### src/rtl/kplic_int_cond_pkg.sv
// Shared defaults and filter decode types for the kplic external interrupt conditioner.
// Build switch: KPLIC_INT_COND_FILT_EN enables the per-source glitch filter.
`ifndef INT_NUM
`define INT_NUM 4
`endif
`ifndef KPLIC_FILT_W
`define KPLIC_FILT_W 4
`endif
`ifndef KPLIC_SYNC_STAGES
`define KPLIC_SYNC_STAGES 2
`endif

package kplic_int_cond_pkg;

  localparam int INT_NUM_DEF     = `INT_NUM;
  localparam int FILT_W_DEF      = `KPLIC_FILT_W;
  localparam int SYNC_STAGES_DEF = `KPLIC_SYNC_STAGES;

  // Per-cycle decision of one source's filter.
  typedef enum logic [1:0] {
    ACT_CLEAR = 2'd0,
    ACT_COUNT = 2'd1,
    ACT_TAKE  = 2'd2
  } filt_act_e;

endpackage

### src/rtl/kplic_int_cond_if.sv
// Pin/config/output bundle between the platform and kplic_int_cond.
interface kplic_int_cond_if #(
  parameter int INT_NUM = 4,
  parameter int FILT_W  = 4
);
  logic [INT_NUM-1:0] external_int_raw;
  logic [INT_NUM-1:0] int_polarity;
  logic [INT_NUM-1:0] filt_bypass;
  logic [FILT_W-1:0]  filt_len;
  logic [INT_NUM-1:0] external_int;

  modport master (
    output external_int_raw, int_polarity, filt_bypass, filt_len,
    input  external_int
  );

  modport slave (
    input  external_int_raw, int_polarity, filt_bypass, filt_len,
    output external_int
  );
endinterface

### src/rtl/kplic_int_filter.sv
// One interrupt source: polarity normalise, synchronise, optional glitch filter.
// Build switch: KPLIC_INT_COND_FILT_EN enables the counter; otherwise the source is always bypassed.
module kplic_int_filter
  import kplic_int_cond_pkg::*;
#(
  parameter int SYNC_STAGES = 2,
  parameter int FILT_W      = 4
) (
  input  logic              clk,
  input  logic              rst_n,
  input  logic              raw,
  input  logic              polarity,
  input  logic              bypass,
  input  logic [FILT_W-1:0] len,
  output logic              int_out
);

  logic                   norm_s;
  logic                   sync_s;
  logic [SYNC_STAGES-1:0] sync_r;
  logic                   stable_r;

  // Normalising before the first flop keeps the reset value at the inactive level.
  assign norm_s  = raw ^ polarity;
  assign sync_s  = sync_r[SYNC_STAGES-1];
  assign int_out = stable_r;

  // Synchroniser chain for the asynchronous pin.
  always_ff @(posedge clk or negedge rst_n) begin
    if (!rst_n) begin
      sync_r <= {SYNC_STAGES{1'b0}};
    end else begin
      sync_r <= {sync_r[SYNC_STAGES-2:0], norm_s};
    end
  end

`ifdef KPLIC_INT_COND_FILT_EN
  filt_act_e         act_s;
  logic [FILT_W-1:0] cnt_r;

  // Decide this cycle's filter action; >= lets a lowered length fire immediately.
  always_comb begin
    act_s = ACT_CLEAR;
    if (bypass) begin
      act_s = ACT_TAKE;
    end else if (sync_s == stable_r) begin
      act_s = ACT_CLEAR;
    end else if (cnt_r >= len) begin
      act_s = ACT_TAKE;
    end else begin
      act_s = ACT_COUNT;
    end
  end

  // Counter and stable level; cnt only increments while below len, so it never wraps.
  always_ff @(posedge clk or negedge rst_n) begin
    if (!rst_n) begin
      stable_r <= 1'b0;
      cnt_r    <= {FILT_W{1'b0}};
    end else begin
      case (act_s)
        ACT_TAKE: begin
          stable_r <= sync_s;
          cnt_r    <= {FILT_W{1'b0}};
        end
        ACT_COUNT: begin
          cnt_r <= cnt_r + {{(FILT_W-1){1'b0}}, 1'b1};
        end
        default: begin
          cnt_r <= {FILT_W{1'b0}};
        end
      endcase
    end
  end
`else
  logic unused_s;
  assign unused_s = ^{bypass, len};

  // Without the filter every source follows the synchroniser output directly.
  always_ff @(posedge clk or negedge rst_n) begin
    if (!rst_n) begin
      stable_r <= 1'b0;
    end else begin
      stable_r <= sync_s;
    end
  end
`endif

endmodule

### src/rtl/kplic_int_cond.sv
// kplic external interrupt conditioner: one independent filter per source feeding kplic.external_int.
// Build switch: KPLIC_INT_COND_FILT_EN selects the glitch-filtered build.
module kplic_int_cond
  import kplic_int_cond_pkg::*;
#(
  parameter int INT_NUM     = INT_NUM_DEF,
  parameter int SYNC_STAGES = SYNC_STAGES_DEF,
  parameter int FILT_W      = FILT_W_DEF
) (
  input  logic              kplic_clk,
  input  logic              kplic_rstn,
  kplic_int_cond_if.slave   bus
);

  logic [INT_NUM-1:0] ext_s;

  assign bus.external_int = ext_s;

  for (genvar i = 0; i < INT_NUM; i++) begin : g_src
    kplic_int_filter #(
      .SYNC_STAGES (SYNC_STAGES),
      .FILT_W      (FILT_W)
    ) u_filter (
      .clk      (kplic_clk),
      .rst_n    (kplic_rstn),
      .raw      (bus.external_int_raw[i]),
      .polarity (bus.int_polarity[i]),
      .bypass   (bus.filt_bypass[i]),
      .len      (bus.filt_len),
      .int_out  (ext_s[i])
    );
  end

endmodule

### src/flat_wrapper.sv
// flat-port wrapper written by rule: the top's interface ports become plain ports
module kplic_int_cond_flat import kplic_int_cond_pkg::*;
#(
  parameter int INT_NUM     = INT_NUM_DEF,
  parameter int SYNC_STAGES = SYNC_STAGES_DEF,
  parameter int FILT_W      = FILT_W_DEF
)
  (kplic_clk, kplic_rstn, bus_external_int_raw, bus_int_polarity, bus_filt_bypass, bus_filt_len, bus_external_int);
  kplic_int_cond_if #(.INT_NUM(INT_NUM), .FILT_W(FILT_W)) bus_i ();
  input  logic kplic_clk;
  input  logic kplic_rstn;
  input wire logic [$bits(bus_i.external_int_raw)-1:0] bus_external_int_raw;
  input wire logic [$bits(bus_i.int_polarity)-1:0] bus_int_polarity;
  input wire logic [$bits(bus_i.filt_bypass)-1:0] bus_filt_bypass;
  input wire logic [$bits(bus_i.filt_len)-1:0] bus_filt_len;
  output wire logic [$bits(bus_i.external_int)-1:0] bus_external_int;
  assign bus_i.external_int_raw = bus_external_int_raw;
  assign bus_i.int_polarity = bus_int_polarity;
  assign bus_i.filt_bypass = bus_filt_bypass;
  assign bus_i.filt_len = bus_filt_len;
  assign bus_external_int = bus_i.external_int;
  kplic_int_cond #(.INT_NUM(INT_NUM), .SYNC_STAGES(SYNC_STAGES), .FILT_W(FILT_W)) u_core (.kplic_clk(kplic_clk), .kplic_rstn(kplic_rstn), .bus(bus_i));
endmodule
### config.mk
export PLATFORM = sky130hd
export DESIGN_NAME = kplic_int_cond_flat
export DESIGN_NICKNAME = d
export VERILOG_FILES = /design/src/rtl/kplic_int_cond_pkg.sv /design/src/rtl/kplic_int_cond_if.sv /design/src/rtl/kplic_int_filter.sv /design/src/rtl/kplic_int_cond.sv /design/src/flat_wrapper.sv
export SDC_FILE = /design/constraint.sdc
export NUM_CORES = 1
export LEC_CHECK = 0
export BUFFER_PORTS_ARGS = -buffer_cell sky130_fd_sc_hd__buf_2
export CAP_MARGIN = 20
export CORE_AREA = 2 2 39 41
export DETAILED_ROUTE_END_ITERATION = 8
export DIE_AREA = 0 0 41 43
export SLEW_MARGIN = 20
export SYNTH_ARGS = -nofsm -noshare
export SYNTH_HDL_FRONTEND = slang
export SYNTH_SLANG_ARGS = --single-unit
### constraint.sdc
create_clock -name kplic_clk -period 0.8 [get_ports kplic_clk]
set_input_delay 0 -clock kplic_clk [delete_from_list [all_inputs] [get_ports kplic_clk]]
set_output_delay 0 -clock kplic_clk [all_outputs]
set_load 0.03 [all_outputs]
== Yosys cells after proc, flatten, opt, wreduce, memory -nomap -nowiden ==
Cells that the tools add are included.

* Register bits after elaboration: 12
* Input bits: 18
* Output and inout bits: 4
* Word-level logic and storage cells: 12

* Bitwise gates (word level): 4

{| class="wikitable"
|+ Operators with widths
! cell !! count
|-
| $xor A1 B1 Y1 || 4
|}

== Depth between registers and ports, before layout ==
* Depth after elaboration: 1
* Depth in mapped cells: 1
* Gate-level depth less buffers: 1

== Cells and area by module ==
From an unflattened synthesis, not the netlist that was laid out.

* Cell total of the unflattened synthesis: 16
* Area, all modules: 335.3 sq um

{| class="wikitable"
|+ By module, submodules not included
! module !! area each (sq um) !! times used !! cells an instance !! seq. area each (sq um)
|-
| kplic_int_filter || 83.8 || 4 || 4 || 75.1
|}

== Least setup slack after synthesis ==
No wires, ideal clock.

* Path type: reg2out
* Start: register u_core.g_src[0].u_filter.stable_r
* End: output bus_external_int[0]
* Stages on the path, launching flop included: 2
* Data required time: 800 ps
* Path buffers: 1
* Data arrival time: 493 ps
* Slack: 307 ps
* Cells stage by stage: dfrtp_1 buf_4

{| class="wikitable"
|+ RTL lines
! element !! RTL line !! text
|-
| start, declared || kplic_int_filter.sv:21 || <nowiki>logic stable_r;</nowiki>
|-
| start signal, assigned || kplic_int_filter.sv:84 || <nowiki>stable_r <= sync_s;</nowiki>
|-
| end, declared || flat_wrapper.sv:16 || <nowiki>output wire logic [$bits(bus_i.external_int)-1:0] bus_external_int;</nowiki>
|}

No word-level cell between the ends.

== Final worst setup path ==
* Start: register u_core.g_src[0].u_filter.stable_r
* End: output bus_external_int[0]

No word-level cell between the ends.

==> out/metrics.cfg <==
[clocking]
cts_max_level = 1
cts_buffer_depth = 2
cts_made_buffers = 3
path_clk_slew_ns = 0.07
cts_root_buf = clkbuf_4
post_cts_buffers = 0
clock_latency_ns = 0.26
cts_sinks = 12
cts_tree = built

[power]
powerDensity_mw_per_mm2 = 2140
p_leak_nw = 0.2679
power_w = 0.001194
peakVddDrop_mv = 0.8449

[timing]
setup_slack_ns = 0.02487
hold_viol_final = 0
setup-violations-final = 0
tns_ns = 0
post-route-period-util_pct = 96.89
period_needed_ns = 0.7751
slew_headroom_pct = 83.41
worst_pin_slew_ns = 0.2488
skew_ns = 0.006213
rsz0062_at_grt = yes
slew_viol_final = 0
max_freq_mhz = 1290

[setup_path]
cp-startpoint = u_core.g_src[0].u_filter.int_out
end_kind = primary output
slowest_delay_ns = 0.38
required_ns = 0.80
r2r-end = u_core.g_src[0].u_filter.sync_r[1]
worst_path_max_delay_cell = dfrtp_1
path_delay_family = flip-flops
path_class = flop to primary output
crit_chain = buf_6
r2r_slack_ns = 0.31
reg2reg_from = u_core.g_src[0].u_filter.sync_r[0]
critPathLaunchType = flop
worst-path-buf-inv = 1
r2r_cells = 0
crit_arrival_ns = 0.78
critPathMaxFanout = 1

[synth]
ys_seq_area_share_pct = 82.19
synth_cell_type_count = 3
ys_warn_count = 0
synth.ff_latch_count = 12
yosysTopAreaCellShare_pct = 82.19
syn-cell-area_um2 = 365.4
synth_top_area_cell = dfrtp_1
synth_fp_nets = 38
synth_area_leaders = dfrtp_1 (82%), xor2_1 (9.6%), buf_4 (8.2%)
syn_inst = 20
avgSynthCellArea_um2 = 18.27

[finish]
n_antenna_cell = 0
nets = 61
multiInputGateArea_um2 = 35.03
areaGrowthSynthToFinish_pct = 52.74
drive_gt1_share_pct = 39.02
fin_cells = 57
final_common_cell = dfrtp_1
final_cell_mix = dfrtp_1 (12), dlygate4sd3_1 (9), buf_2 (9), xor2_1 (4), buf_6 (4)
fillCellCount = 116
layout.area.seq_um2 = 300.3
postLayoutCellArea_um2 = 558.0

[global_route]
grt_first_pass_wirelength_um = 938
grt_pass1_vias = 259
antenna_found_initial = 0
grt_start_max_net_pins = 13
grt-ovfl-total = 0
grtUsageTotal_pct = 8.989

[routing]
drtAntennaViolNets = 0
routed_wirelength_um = 605
viasPerCell = 3.825
avgRoutedWirePerCell_um = 10.61
drt-initial-drc-count = 0
via_count = 218
first_pass_iters = 1
drc = 0

[placement]
io_buffers = 13
place_congestion = 0.5380
dpl_worst_slack_ns = 0.2767
post_dp_cell_area_um2 = 420.4
placed_cells = 45

[floorplan]
die_w_um = 41
io_pins = 22
placementRows = 14
die_area_mm2 = 0.001763
start_util_pct = 26.40
die_y_um = 43
coreArea_mm2 = 0.001384

[job]
max-cap-violations = 0

[run_status]
outcome = completed

[worst_hold_path]
hold_class = primary input to async pin

[sequential cells by signal, summed over array words and instances (netlist names)]
signal	count
u_core.g_src.u_filter.int_out	4
u_core.g_src.u_filter.sync_r	8
[layout make-up]
type	count	area share, %
flip-flops and latches	12	53.81
repair buffers	22	32.29
clock buffers	3	4.036
multi-input cells	4	6.278
well taps	16	3.587
[synth_stat cells]
cell type / count
buf_4: 4
xor2_1: 4
dfrtp_1: 12
[power breakdown]
part	leakage (nW)	switching, W	internal (W)
sequential	0.140	0.0000216	0.000668
clock	0.0138	0.000162	0.000173
combinational	0.114	0.0000786	0.0000906
[worst max path at each step]
stage                                to  depth (start not counted)  slack [ns]
CTS                 bus_external_int[2]                          1       0.001
global placement    bus_external_int[1]                          1        0.30
finish              bus_external_int[0]                          1        0.02
detailed placement  bus_external_int[2]                          1        0.28
floorplan           bus_external_int[0]                          1        0.31
global route        bus_external_int[0]                          1      -0.002
[per-stage QoR]
step,hold WS [ns],util [%]
after detailed placement,-0.1147,30.38
after global routing,0.1636,40.33
after CTS,0.1405,39.42
after floorplan,-0.2956,-
after global placement,-0.1308,30.38
final,0.1308,40.33
[cell families (layout without fill, tap and decap cells)]
group / count (synthesis) / after routing / share of synthesized area [%]
buffers and inverters: 4 / 25 / 8.220
flip-flops: 12 / 12 / 82.19
XOR/XNOR: 4 / 4 / 9.588
[layer usage]
| metal | global-route usage, % | vias up | share of wire, % |
|---|---|---|---|
| met5 | 0 | - | 0 |
| met4 | 8.000 | 0 | 0.99 |
| met3 | 3.141 | 2 | 6.6 |
| met2 | 17.19 | 14 | 65 |
| met1 | 5.102 | 102 | 27 |
| li1 | - | 100 | - |
[what timing repair did]
item,4_1_cts,5_1_grt
gates resized for setup,4,6
endpoints found under the setup margin,2,3
hold buffers,9,0
hold endpoints to repair,16,0
No activity file was read; power rests on OpenSTA's default activity.
